`src/rtl/sonar_rx_pkg.sv`:
```
// Shared definitions for the sonar serial receiver: bit-level state codes,
// frame characters and the per-position character check.
package sonar_rx_pkg;

  typedef enum logic [3:0] {
    ST_REPOUSO  = 4'd0,
    ST_INICIO   = 4'd1,
    ST_DADOS    = 4'd2,
    ST_PARIDADE = 4'd3,
    ST_PARADA1  = 4'd4,
    ST_PARADA2  = 4'd5,
    ST_ENTREGA  = 4'd6
  } rx_state_t;

  localparam logic [7:0] ASCII_COMMA = 8'h2C;
  localparam logic [7:0] ASCII_HASH  = 8'h23;
  localparam logic [7:0] ASCII_ZERO  = 8'h30;
  localparam logic [7:0] ASCII_NINE  = 8'h39;

  function automatic logic is_digit(input logic [7:0] c);
    return (c >= ASCII_ZERO) && (c <= ASCII_NINE);
  endfunction

  // Frame layout is A2 A1 A0 ',' D2 D1 D0 '#'.
  function automatic logic char_ok(input logic [2:0] pos, input logic [7:0] c);
    case (pos)
      3'd3:    return c == ASCII_COMMA;
      3'd7:    return c == ASCII_HASH;
      default: return is_digit(c);
    endcase
  endfunction

endpackage

```
`src/rtl/sonar_rx_if.sv`:
```
// Serial input and decoded outputs of the sonar receiver.
interface sonar_rx_if;
  logic        rx;
  logic [11:0] angulo;
  logic [11:0] distancia;
  logic        pronto;
  logic        erro_serial;
  logic        erro_formato;
  logic [3:0]  db_estado;

  // The receiver drives the decoded values.
  modport master (
    input  rx,
    output angulo, distancia, pronto, erro_serial, erro_formato, db_estado
  );

  // The line source / consumer of the decoded values.
  modport slave (
    output rx,
    input  angulo, distancia, pronto, erro_serial, erro_formato, db_estado
  );
endinterface

```
`src/rtl/sonar_rx_serial.sv`:
```
// Bit-level 7E2 receiver: synchronizes rx, samples mid-bit and delivers one
// character per frame in a single entrega cycle, flagged good or bad.
module sonar_rx_serial
  import sonar_rx_pkg::*;
#(
  parameter int CLKS_PER_BIT = 434
) (
  input  logic       clock,
  input  logic       reset,
  input  logic       rx,
  output logic [7:0] byte_data,
  output logic       byte_valid,
  output logic       byte_error,
  output logic [3:0] db_estado
);

  localparam int CW = $clog2(CLKS_PER_BIT + 1);
  localparam logic [CW-1:0] HALF_LAST = CW'(CLKS_PER_BIT / 2 - 1);
  localparam logic [CW-1:0] FULL_LAST = CW'(CLKS_PER_BIT - 1);

  logic            rx_meta, rx_sync, rx_prev;
  rx_state_t       state, state_next;
  logic [CW-1:0]   cnt;
  logic [2:0]      bit_idx;
  logic [6:0]      data;
  logic            par_bit, stop1, stop2;
  logic            fall, tick, frame_err;

  // Two-flop synchronizer plus one delayed copy for falling-edge detection.
  always_ff @(posedge clock or posedge reset) begin
    if (reset) begin
      rx_meta <= 1'b1;
      rx_sync <= 1'b1;
      rx_prev <= 1'b1;
    end else begin
      // NOTE: non-blocking so every flop samples the pre-edge value; blocking here would collapse the chain.
      rx_meta <= rx;
      rx_sync <= rx_meta;
      rx_prev <= rx_sync;
    end
  end

  assign fall = rx_prev & ~rx_sync;
  assign tick = (state == ST_INICIO) ? (cnt == HALF_LAST) : (cnt == FULL_LAST);

  // State register.
  always_ff @(posedge clock or posedge reset) begin
    if (reset) state <= ST_REPOUSO;
    else       state <= state_next;
  end

  // Next-state logic: one sample per tick, half a bit into the start bit.
  always_comb begin
    // NOTE: default first so no path leaves state_next unassigned (no latch).
    state_next = state;
    case (state)
      ST_REPOUSO:  if (fall) state_next = ST_INICIO;
      ST_INICIO:   if (tick) state_next = rx_sync ? ST_REPOUSO : ST_DADOS;
      ST_DADOS:    if (tick && bit_idx == 3'd6) state_next = ST_PARIDADE;
      ST_PARIDADE: if (tick) state_next = ST_PARADA1;
      ST_PARADA1:  if (tick) state_next = ST_PARADA2;
      ST_PARADA2:  if (tick) state_next = ST_ENTREGA;
      ST_ENTREGA:  state_next = ST_REPOUSO;
      default:     state_next = ST_REPOUSO;
    endcase
  end

  // Bit timer and sampled bits of the current character.
  always_ff @(posedge clock or posedge reset) begin
    if (reset) begin
      // NOTE: datapath registers are reset too, so a reset mid-character leaves nothing stale.
      cnt     <= '0;
      bit_idx <= '0;
      data    <= '0;
      par_bit <= 1'b0;
      stop1   <= 1'b0;
      stop2   <= 1'b0;
    end else begin
      cnt <= (state == ST_REPOUSO || tick) ? '0 : cnt + 1'b1;
      if (state == ST_REPOUSO) bit_idx <= '0;
      if (tick) begin
        case (state)
          ST_DADOS: begin
            data    <= {rx_sync, data[6:1]};
            bit_idx <= bit_idx + 1'b1;
          end
          ST_PARIDADE: par_bit <= rx_sync;
          ST_PARADA1:  stop1   <= rx_sync;
          ST_PARADA2:  stop2   <= rx_sync;
          default: ;
        endcase
      end
    end
  end

  // Even parity over data+parity, both stop bits must be high.
  assign frame_err  = (^data ^ par_bit) | ~stop1 | ~stop2;
  assign byte_data  = {1'b0, data};
  assign byte_valid = (state == ST_ENTREGA) && !frame_err;
  assign byte_error = (state == ST_ENTREGA) && frame_err;

  // Debug code: the state value when legal, 15 otherwise.
  always_comb begin
    db_estado = 4'hF;
    case (state)
      ST_REPOUSO, ST_INICIO, ST_DADOS, ST_PARIDADE,
      ST_PARADA1, ST_PARADA2, ST_ENTREGA: db_estado = state;
      default: ;
    endcase
  end

endmodule

```
`src/rtl/sonar_rx.sv`:
```
// Sonar frame receiver: parses "AAA,DDD#" frames of BCD digits from the
// serial receiver and publishes angle/distance on each complete frame.
module sonar_rx
  import sonar_rx_pkg::*;
#(
  parameter int CLKS_PER_BIT = 434
) (
  input  logic      clock,
  input  logic      reset,
  sonar_rx_if.master bus
);

  logic [7:0]  byte_data;
  logic        byte_valid, byte_error;
  logic [2:0]  pos;
  logic [23:0] shadow;
  logic [11:0] angulo_q, distancia_q;
  logic        pronto_q, erro_formato_q;

  sonar_rx_serial #(.CLKS_PER_BIT(CLKS_PER_BIT)) u_serial (
    .clock      (clock),
    .reset      (reset),
    .rx         (bus.rx),
    .byte_data  (byte_data),
    .byte_valid (byte_valid),
    .byte_error (byte_error),
    .db_estado  (bus.db_estado)
  );

  // Frame parser: position counter, digit shadow and published outputs.
  always_ff @(posedge clock or posedge reset) begin
    if (reset) begin
      pos            <= '0;
      shadow         <= '0;
      angulo_q       <= '0;
      distancia_q    <= '0;
      pronto_q       <= 1'b0;
      erro_formato_q <= 1'b0;
    end else begin
      pronto_q       <= 1'b0;
      erro_formato_q <= 1'b0;
      if (byte_error) begin
        pos <= '0;
      end else if (byte_valid) begin
        if (!char_ok(pos, byte_data)) begin
          // The bad character is dropped, not retried as a first digit.
          erro_formato_q <= 1'b1;
          shadow         <= '0;
          pos            <= '0;
        end else if (pos == 3'd7) begin
          angulo_q    <= shadow[23:12];
          distancia_q <= shadow[11:0];
          pronto_q    <= 1'b1;
          pos         <= '0;
        end else begin
          case (pos)
            3'd0: shadow[23:20] <= byte_data[3:0];
            3'd1: shadow[19:16] <= byte_data[3:0];
            3'd2: shadow[15:12] <= byte_data[3:0];
            3'd4: shadow[11:8]  <= byte_data[3:0];
            3'd5: shadow[7:4]   <= byte_data[3:0];
            3'd6: shadow[3:0]   <= byte_data[3:0];
            default: ;
          endcase
          pos <= pos + 1'b1;
        end
      end
    end
  end

  assign bus.angulo       = angulo_q;
  assign bus.distancia    = distancia_q;
  assign bus.pronto       = pronto_q;
  assign bus.erro_formato = erro_formato_q;
  assign bus.erro_serial  = byte_error;

endmodule

```
`src/flat_wrapper.sv`:
```
// flat-port wrapper written by rule: the top's interface ports become plain ports
module sonar_rx_flat import sonar_rx_pkg::*;
#(
  parameter int CLKS_PER_BIT = 434
)
  (clock, reset, bus_rx, bus_angulo, bus_distancia, bus_pronto, bus_erro_serial, bus_erro_formato, bus_db_estado);
  sonar_rx_if bus_i ();
  input  logic clock;
  input  logic reset;
  input wire logic [$bits(bus_i.rx)-1:0] bus_rx;
  output wire logic [$bits(bus_i.angulo)-1:0] bus_angulo;
  output wire logic [$bits(bus_i.distancia)-1:0] bus_distancia;
  output wire logic [$bits(bus_i.pronto)-1:0] bus_pronto;
  output wire logic [$bits(bus_i.erro_serial)-1:0] bus_erro_serial;
  output wire logic [$bits(bus_i.erro_formato)-1:0] bus_erro_formato;
  output wire logic [$bits(bus_i.db_estado)-1:0] bus_db_estado;
  assign bus_i.rx = bus_rx;
  assign bus_angulo = bus_i.angulo;
  assign bus_distancia = bus_i.distancia;
  assign bus_pronto = bus_i.pronto;
  assign bus_erro_serial = bus_i.erro_serial;
  assign bus_erro_formato = bus_i.erro_formato;
  assign bus_db_estado = bus_i.db_estado;
  sonar_rx #(.CLKS_PER_BIT(CLKS_PER_BIT)) u_core (.clock(clock), .reset(reset), .bus(bus_i));
endmodule
```
`config.mk`:
```
export PLATFORM = sky130hd
export DESIGN_NAME = sonar_rx_flat
export DESIGN_NICKNAME = d
export VERILOG_FILES = /design/src/rtl/sonar_rx_pkg.sv /design/src/rtl/sonar_rx_if.sv /design/src/rtl/sonar_rx_serial.sv /design/src/rtl/sonar_rx.sv /design/src/flat_wrapper.sv
export SDC_FILE = /design/constraint.sdc
export NUM_CORES = 1
export LEC_CHECK = 0
export CAP_MARGIN = 0
export CORE_ASPECT_RATIO = 0.75
export CORE_MARGIN = 3
export CORE_UTILIZATION = 45
export CTS_BUF_LIST = sky130_fd_sc_hd__clkbuf_4
export DETAILED_ROUTE_END_ITERATION = 10
export PLACE_DENSITY_LB_ADDON = 0.3
export SLEW_MARGIN = 10
export SYNTH_ARGS = -nofsm -noshare
export SYNTH_HDL_FRONTEND = slang
export SYNTH_SLANG_ARGS = --single-unit
```
`constraint.sdc`:
```
create_clock -name clock -period 2.8 [get_ports clock]
set_clock_uncertainty 0.05 [all_clocks]
set_input_delay 0.56 -clock clock [delete_from_list [all_inputs] [get_ports clock]]
set_output_delay 0.56 -clock clock [all_outputs]
set_load 0.005 [all_outputs]
```
After elaboration in Yosys (flattened, before gate mapping)
Cells that the tools add are included.
{"block": "op_classes", "addsub": 3, "n_bitwise": 8, "reduce_logical": 23, "n_eq_ne": 31, "muxes": 36, "magnitude_cmp": 2}
{"op": "4-bit two-way mux", "count": 13}
{"op": "24-bit two-way mux", "count": 2}
{"op": "4-bit AND reduction", "count": 7}
{"op": "2-bit != test (second input constant)", "count": 13}
{"op": "4-bit one-hot mux with 6 select lines", "count": 1}
{"op": "3-bit two-way mux", "count": 7}
{"op": "3-bit == test (second input constant)", "count": 5}
{"op": "7-bit by 6-bit == test with 1-bit output (second input constant)", "count": 2}
{"op": "4-bit by 3-bit == test with 1-bit output (second input constant)", "count": 3}
{"op": "1-bit two-way mux", "count": 10}
{"op": "9-bit by 1-bit adder with 9-bit output (second input constant)", "count": 1}
{"op": "9-bit by 8-bit == test with 1-bit output (second input constant)", "count": 1}
{"op": "9-bit == test (second input constant)", "count": 1}
{"op": "9-bit two-way mux", "count": 1}
{"op": "4-bit by 2-bit == test with 1-bit output (second input constant)", "count": 2}
{"op": "2-bit AND reduction", "count": 4}
{"op": "7-bit by 6-bit greater-or-equal comparator with 1-bit output (second input constant)", "count": 1}
{"op": "7-bit by 6-bit less-or-equal comparator with 1-bit output (second input constant)", "count": 1}
{"op": "7-bit OR reduction", "count": 1}
{"op": "7-bit parity", "count": 1}
{"op": "3-bit by 1-bit adder with 3-bit output (second input constant)", "count": 2}
{"op": "3-bit by 2-bit == test with 1-bit output (second input constant)", "count": 2}
{"op": "6-bit AND reduction", "count": 1}
{"op": "4-bit by 1-bit == test with 1-bit output (second input constant)", "count": 1}
{"op": "13 further kinds", "count": 20}
{"block": "totals", "register_bits": 82, "elab_cells": 124, "out_inout_bits": 31, "in_bits": 3}

Logic depth before layout (Yosys ltp)
Gate-level depths: netlist of run 1.
{"block": "logic_depth", "word_depth": 11, "mapped_depth": 9, "mapped_depth_nobuf": 8}

By module
A second synthesis of run 1 with hierarchy kept.
{"block": "hier_totals", "cells_unflattened": 346, "area_unflattened_um2": 4013.8}
{"module": "sonar_rx", "seq_area_each_um2": 1326.3, "area_per_inst_um2": 2531.2, "cells_per_inst": 212, "n_inst": 1}
{"module": "sonar_rx_serial", "seq_area_each_um2": 704.4, "area_per_inst_um2": 1482.7, "cells_per_inst": 134, "n_inst": 1}

Least setup slack after synthesis of run 1
No wires, ideal clock.
{"block": "synth_path", "path_type": "register to register", "start": "reg u_core.pos[0]", "end": "reg u_core.angulo_q[0], in the netlist u_core.bus.angulo[0]", "arrival_ns": 2.401, "path_slack_ns": 0.224, "n_path_buf": 2, "required_ns": 2.625, "setup_ns": 0.125, "path_stages_with_launch": 9, "synth_period_minus_slack_ns": 2.576, "path_cell_list": "dfrtp_1 > ha_1 > ha_1 > clkbuf_1 > or2_2 > o41ai_4 > nand3_4 > buf_6 > mux2_4"}
{"block": "synth_via", "elab_chain_len": 5, "elab_cells_between_ends": 6, "classes_between": "eq/ne: 2; mux: 3; reduce/logical: 1"}
{"item": "start, declared", "line": "sonar_rx.sv:15", "text": "logic [2:0] pos;"}
{"item": "start signal, assigned", "line": "sonar_rx.sv:65", "text": "pos <= pos + 1'b1;"}
{"item": "3-bit == test or 3-bit by 2-bit == test with 1-bit output (tied branches)", "line": "sonar_rx_pkg.sv:26, sonar_rx.sv:50"}
{"item": "1-bit one-hot mux with 2 select lines", "line": "sonar_rx_pkg.sv:26", "text": "case (pos)"}
{"item": "1-bit two-way mux", "line": "sonar_rx.sv:44", "text": "end else if (byte_valid) begin"}
{"item": "1-bit two-way mux", "line": "sonar_rx.sv:42", "text": "if (byte_error) begin"}
{"item": "4-bit AND reduction (no line) *"}
{"item": "end signal, assigned", "line": "sonar_rx.sv:51", "text": "angulo_q <= shadow[23:12];"}
{"item": "end, declared", "line": "sonar_rx.sv:17", "text": "logic [11:0] angulo_q, distancia_q;"}
Every way passes the cells marked *; elsewhere a longest branch is shown, timed or not. The select of a mux whose other input is x is not followed.
A chain may end at the register's enable or synchronous reset.

Worst setup path after layout of run 1
{"block": "layout_path", "start": "reg u_core.u_serial.data[0]", "end": "out bus_erro_serial"}
{"block": "layout_via", "elab_chain_len": 5}
{"item": "start, declared", "line": "sonar_rx_serial.sv:25", "text": "logic [6:0] data;"}
{"item": "start signal, assigned", "line": "sonar_rx_serial.sv:84", "text": "data <= {rx_sync, data[6:1]};"}
{"item": "7-bit parity", "line": "sonar_rx_serial.sv:97", "text": "assign frame_err = (^data ^ par_bit) | ~stop1 | ~stop2;"}
{"item": "1-bit XOR", "line": "sonar_rx_serial.sv:97"}
{"item": "1-bit OR (2 in series)", "line": "sonar_rx_serial.sv:97"}
{"item": "1-bit logical AND", "line": "sonar_rx_serial.sv:100", "text": "assign byte_error = (state == ST_ENTREGA) && frame_err;"}
{"item": "end, declared", "line": "flat_wrapper.sv:14", "text": "output wire logic [$bits(bus_i.erro_serial)-1:0] bus_erro_serial;"}
Every way passes these cells.

==> flow_summary.yaml, run 1 <==
global_routing:
  gr-usage-met1_pct: 23.4
  grt_first_pass_wirelength_um: 11900
  busiest_layer: "met1"
  overflow: 0
  grt_util_met3_pct: 4.03
  antenna_found_initial: 0
  grt.total_usage_pct: 15.7
  grt_max_degree: 82
  gr-usage-met2_pct: 22.6
  grt_pass1_vias: 2366
worst_setup_path:
  arrival_ns: 2.14
  timing.rr.start: "u_core.pos[0]"
  reg2reg_slack_ns: 0.23
  path_cells: "inv_1 -> ha_1 -> xnor3_1 -> xnor2_1 -> and3_1 -> nor2_2 -> clkdlybuf4s15_2"
  worstSetupPathType: "flip-flop to output port"
  cp-end-kind: "output port"
  r2r_end: "u_core.shadow[11]"
  max_stage_delay_ns: 0.40
  slowest_stage: "dfrtp_2"
  critPathMaxFanout: 2
  r2r_cells: 6
  start_kind: "flip-flop"
  crit_required_ns: 2.19
timing:
  setup_viol: 0
  tightest_slew_ns: 0.527
  min_period_over_period_pct: 98.2
  rsz0062_at_grt: "yes"
  slew_headroom_pct: 64.5
  drv_slew: 0
  hold_violations: 0
  min_period_ns: 2.75
  timing.fmax_mhz: 364
  fin_setup_tns_ns: 0
die:
  die-width_um: 110
  die_y_um: 84.3
  start_util_pct: 48.2
  fp.dieArea_mm2: 0.00932
  core.rowCount: 27
  boundaryPins: 34
  design.core.area_mm2: 0.00763
synthesis:
  yosysUniqueCellTypes: 40
  synth_commonest_cells: "dfrtp_1, nand2_1, o2bb2ai_1, inv_1, mux2_4"
  syn_inst: 302
  async_reset_ff_share_pct: 100
  yosys_warnings: 0
  synth_largest_area_cell: "dfrtp_1"
  synth.avg_cell_area_um2: 12.2
  syn-cell-area_mm2: 0.00368
  synthFlopType: "dfrtp_1"
  synth_edf_count: 0
  ys_seq_area_share_pct: 55.1
  yosysTopAreaCellShare_pct: 53.0
  ys_ff_latch: 81
  syn-num-nets: 320
  synth.most_common_cell: "dfrtp_1"
  synthTopCellsByArea: "dfrtp_1, mux2_4, o2bb2ai_1"
drt:
  route.detailed.drc: 0
  drt_wl_total_um: 6810
  dr.pass1.iters: 5
  via_per_inst: 5.28
  drt_iter0_markers: 129
  ant_nets: 0
  wl_per_cell_um: 15.0
  vias: 2391
hold_path:
  hold_start: "u_core.u_serial.rx_meta"
  holdPathStages: 0
  min_to: "u_core.u_serial.rx_sync"
  hold_path.class: "flip-flop to flip-flop"
finish:
  final-instance-count-excl-fill: 453
  multiInputGateArea_mm2: 0.00153
  antenna_cells: 0
  final_nets: 365
  n_fill_cell: 672
  drive_gt1_share_pct: 19.9
  syn2layout_area_growth_pct: 18.4
  seq_area_mm2: 0.00203
clocking:
  clock_latency_ns: 0.42
  cts_root_buffer: "clkbuf_4"
  cts-htree-levels: 3
  clockBufferDepth: 2
  cts.clk_slew.worst_paths_ns: 0.13
  cts_sinks: 81
  cts_tree: "done"
  cts_buffers: 9
power:
  powerDensity_mw_per_mm2: 495
  vdd_ir_drop_max_mv: 0.336
  p_leak_nw: 2.05
flow_run:
  max_cap_viol_count: 0
placement:
  port_buffers: 33
  hpwlAfterDp_um: 4570
  gp_congestion: 0.830
  dp_cells: 434
status:
  status: "finished clean"
==> worst max-delay path, delay by kind of cell (launching register included) <==
kind | cells | cell delay, ns
flip-flops | 1 | 0.40
adder cells (fa/ha/maj) | 1 | 0.30
AND/OR/NAND/NOR | 2 | 0.30
buffers and inverters | 2 | 0.24
XOR/XNOR | 2 | 0.48
==> power breakdown <==
group	leakage (nW)	internal [mW]	switching, mW
registers	1.11	1.21	0.0494
clock network	0.0800	0.361	0.415
logic	0.863	0.0538	0.0706
==> through the flow <==
| step | total power, mW | setup WS, ns | utilization [%] | hold WS [ns] | instance area [µm²] |
|---|---|---|---|---|---|
| after floorplan | 1.36 | 0.115 | - | 0.295 | 3680 |
| after global placement | 1.40 | 0.224 | 54.6 | 0.299 | 4170 |
| after detailed placement | 1.41 | 0.189 | 54.6 | 0.304 | 4170 |
| after CTS | 2.19 | 0.00346 | 56.9 | 0.323 | 4350 |
| after global routing | 2.27 | -0.0932 | 57.1 | 0.329 | 4360 |
| final | 2.16 | 0.0512 | 57.1 | 0.323 | 4360 |
==> routing by layer <==
metal,share of wire (%),vias up
met3,3.5,8
met2,44,40
met4,1.0,0
met1,51,1193
met5,0,-
li1,-,1150
==> worst max path at each step <==
stage                             from                    to  slack [ns]
2_1_floorplan                    reset  u_core.bus.angulo[0]        0.11
3_3_place_gp   u_core.u_serial.data[2]       bus_erro_serial        0.22
3_5_place_dp             u_core.pos[0]      u_core.shadow[5]        0.19
4_1_cts        u_core.u_serial.data[1]       bus_erro_serial       0.003
5_1_grt        u_core.u_serial.data[0]       bus_erro_serial       -0.09
6_report       u_core.u_serial.data[0]       bus_erro_serial        0.05
==> cell families (layout without fill, tap and decap cells) <==
group                    after synthesis  count (layout)  synth area share [%]
AND/OR/NAND/NOR                       82              82                  10.8
flip-flops                            81              81                  55.1
AO/OA/AOI/OAI                         52              52                  10.9
multiplexers                          32              32                  11.8
buffers and inverters                 30              80                  3.50
adder cells (fa/ha/maj)               15              15                  5.10
XOR/XNOR                              10              10                  2.75
==> layout by cell type (no fill, tap or decap), types with 3 or more instances in the layout <==
cell type	Yosys	layout
nand2_1	30	30
ha_1	15	14
xnor2_1	4	4
inv_1	20	18
nor2_1	18	17
mux2_4	20	20
o2bb2ai_1	24	24
clkbuf_4	0	9
mux2_2	10	10
o31ai_1	3	3
buf_4	0	9
dfstp_2	3	3
xor2_1	5	5
nand3_1	15	15
clkdlybuf4s50_1	0	32
o21ai_0	16	15
and3_1	5	5
dfrtp_1	78	77
==> state kept, by name (all words and copies together) (netlist names) <==
register	cells
u_core.u_serial.state	3
u_core.bus.pronto	1
u_core.u_serial.rx_meta	1
u_core.u_serial.bit_idx	3
u_core.u_serial.par_bit	1
u_core.u_serial.stop1	1
u_core.bus.erro_formato	1
u_core.u_serial.rx_prev	1
u_core.u_serial.data	7
u_core.u_serial.rx_sync	1
u_core.shadow	24
u_core.u_serial.cnt	9
u_core.u_serial.stop2	1
u_core.bus.distancia	12
u_core.bus.angulo	12
u_core.pos	3
==> repair_timing <==
item	CTS	global route
setup buffers	2	1
resized for setup	5	3
cloned	0	0
pin swaps	2	0
hold buffers	0	0
endpoints found under the setup margin	1	22
==> cell type report <==
class / count / area share [%]
timing repair buffer: 44 / 10.1
clock buffer: 9 / 1.55
tap: 101 / 2.90
clock inverter: 7 / 2.12
sequential: 81 / 46.6
inverter: 20 / 1.72
multi-input combinational: 191 / 35.0
(Power assumes the default switching activity.)
==> run 2: changes to the inputs <==
--- a/config.mk
+++ b/config.mk
@@ -5,14 +5,16 @@
 export SDC_FILE = /design/constraint.sdc
 export NUM_CORES = 1
 export LEC_CHECK = 0
-export CAP_MARGIN = 0
+export CAP_MARGIN = 20
 export CORE_ASPECT_RATIO = 0.75
 export CORE_MARGIN = 3
 export CORE_UTILIZATION = 45
 export CTS_BUF_LIST = sky130_fd_sc_hd__clkbuf_4
+export CTS_CLUSTER_SIZE = 16
 export DETAILED_ROUTE_END_ITERATION = 10
 export PLACE_DENSITY_LB_ADDON = 0.3
 export SLEW_MARGIN = 10
 export SYNTH_ARGS = -nofsm -noshare
 export SYNTH_HDL_FRONTEND = slang
+export SYNTH_HIERARCHICAL = 1
 export SYNTH_SLANG_ARGS = --single-unit
==> flow_summary.yaml, run 2 <==
synthesis:
  syn-num-nets: 357
  synth.avg_cell_area_um2: 11.6
  ys_ff_latch: 81
  synth.most_common_cell: "dfrtp_1"
  synthFlopType: "dfrtp_1"
  synth_edf_count: 0
  syn-cell-area_mm2: 0.00401
  ys_seq_area_share_pct: 50.6
  syn_inst: 346
  yosys_warnings: 6
  yosysTopAreaCellShare_pct: 48.6
  synthTopCellsByArea: "dfrtp_1, mux2_4, a31o_2"
  synth_largest_area_cell: "dfrtp_1"
  yosysUniqueCellTypes: 59
  synth_commonest_cells: "dfrtp_1, nand2_1, a21oi_1, a31o_2, mux2_4"
  async_reset_ff_share_pct: 100
finish:
  largest-register: "u_core/shadow"
  drive_gt1_share_pct: 29.7
  largest_reg_flops: 24
  final_common_cell: "dfrtp_1"
  final_nets: 393
  antenna_cells: 0
  final-instance-count-excl-fill: 495
  syn2layout_area_growth_pct: 15.1
  final_cell_area_mm2: 0.00462
  layout_common_cells: "dfrtp_1, nand2_1, clkdlybuf4s50_1"
worst_setup_path:
  start_kind: "flip-flop"
  arrival_ns: 2.93
  crit_required_ns: 3.08
  cp-end-kind: "flip-flop"
  critPathMaxFanout: 8
  worstSetupPathType: "flip-flop to flip-flop"
drt:
  drt_wl_total_um: 8100
  via_per_inst: 5.50
  vias: 2724
  ant_nets: 0
  wl_per_cell_um: 16.4
  route.detailed.drc: 0
  drt_iter0_markers: 156
  dr.pass1.iters: 4
global_routing:
  gr-usage-met1_pct: 24.8
  grt_first_pass_wirelength_um: 13500
  grt.total_usage_pct: 17.5
  gr-usage-met2_pct: 24.9
  overflow: 0
  busiest_layer: "met2"
  antenna_found_initial: 0
  grt_pass1_vias: 2673
  grt_util_met3_pct: 5.87
  grt_max_degree: 30
placement:
  hpwlAfterDp_um: 5490
  dpl_cell_area_mm2: 0.00444
  port_buffers: 33
  pre_cts_ws_ns: 0.167
  dp_cells: 475
  gp_congestion: 0.864
hold_path:
  hold_path.class: "flip-flop to flip-flop"
timing:
  min_period_ns: 2.65
  min_period_over_period_pct: 94.6
  hold_violations: 0
  timing.fmax_mhz: 378
  setup_viol: 0
  tightest_slew_ns: 0.566
  drv_slew: 0
  fin_setup_tns_ns: 0
  rsz0062_at_grt: "no"
  setup_slack_ns: 0.152
  slew_headroom_pct: 62.2
power:
  total_power_mw: 1.90
  vdd_ir_drop_max_mv: 0.252
  powerDensity_mw_per_mm2: 412
  p_leak_nw: 2.20
clocking:
  cts_sinks: 81
  clock_latency_ns: 0.44
  cts_root_buffer: "clkbuf_4"
  cts_tree: "done"
  clockBufferDepth: 2
  cts_buffers: 9
  cts-htree-levels: 3
  cts.clk_slew.worst_paths_ns: 0.13
status:
  status: "finished clean"
die:
  start_util_pct: 46.9
  design.core.area_mm2: 0.00856
  fp.dieArea_mm2: 0.0101
  core.rowCount: 29
  boundaryPins: 34
  die_y_um: 87.8
  die-width_um: 115
flow_run:
  max_cap_viol_count: 0
run 2: worst paths after layout:
| path | cells after the start | slack [ns] | endpoint | start |
|---|---|---|---|---|
| min in group asynchronous | 2 | 0.45 | u_core/pos[0] | reset |
| worst max-delay path | 8 | 0.15 | u_core/bus.angulo[8] | u_core/pos[0] |
| worst min register to register | 0 | 0.31 | u_core/u_serial/rx_sync | u_core/u_serial/rx_meta |
| max in group asynchronous | 3 | 1.70 | u_core/bus.angulo[8] | reset |
| worst min-delay path | 0 | 0.31 | u_core/u_serial/rx_sync | u_core/u_serial/rx_meta |
| worst max register to register | 8 | 0.15 | u_core/bus.angulo[8] | u_core/pos[0] |
run 2: stage by stage:
stage / util, % / hold WS (ns)
finish: 53.9 / 0.314
global route: 53.9 / 0.323
CTS: 53.8 / 0.315
detailed placement: 51.8 / 0.297
global placement: 51.8 / 0.298
floorplan: - / 0.295
run 2: layout make-up:
type	instances	area, µm²
Clock buffer	10	75.1
Clock inverter	6	58.8
Fill cell	741	3950
Inverter	10	37.5
Multi-Input combinational cell	226	1760
Sequential cell	81	2030
Tap cell	108	135
Timing Repair Buffer	54	515
run 2: power by group:
part | switching, mW | total, mW | leakage (nW) | internal, mW
combinational | 0.0336 | 0.0484 | 1.14 | 0.0148
sequential | 0.00420 | 1.18 | 0.988 | 1.18
clock | 0.399 | 0.674 | 0.0698 | 0.276
run 2: metal layers:
metal / vias up / share of wire [%]
met3: 18 / 4.0
met4: 0 / 2.0
li1: 1288 / -
met5: - / 0
met2: 50 / 43
met1: 1368 / 51
run 2: logic make-up (layout without fill, tap and decap cells):
| kind of cell | after synthesis | in the layout | synth area share, % |
|---|---|---|---|
| muxes | 36 | 36 | 11.9 |
| DFF | 81 | 81 | 50.6 |
| AOI/OAI and AO/OA | 68 | 68 | 12.4 |
| and+or+nand+nor | 99 | 99 | 13.6 |
| other | 1 | 1 | 0.0934 |
| xor gates and xnor gates | 14 | 14 | 3.05 |
| buffers and inverters | 39 | 80 | 5.89 |
| adders and majority gates | 8 | 8 | 2.49 |
run 2: worst max-delay path, cell delays in order (launching register included):
cell      delay, ns
dfrtp_1        0.43
ha_1           0.26
ha_1           0.27
and4b_1        0.22
a32o_1         0.21
o211ai_2       0.31
or2_1          0.23
buf_4          0.21
mux2_2         0.34
run 2: repair_timing:
| item | 4_1_cts | 5_1_grt |
|---|---|---|
| pin swaps | 2 | 0 |
| hold buffers | 0 | 0 |
| buffers inserted | 4 | 0 |
| setup endpoints to repair | 1 | 25 |
| resized for setup | 2 | 4 |
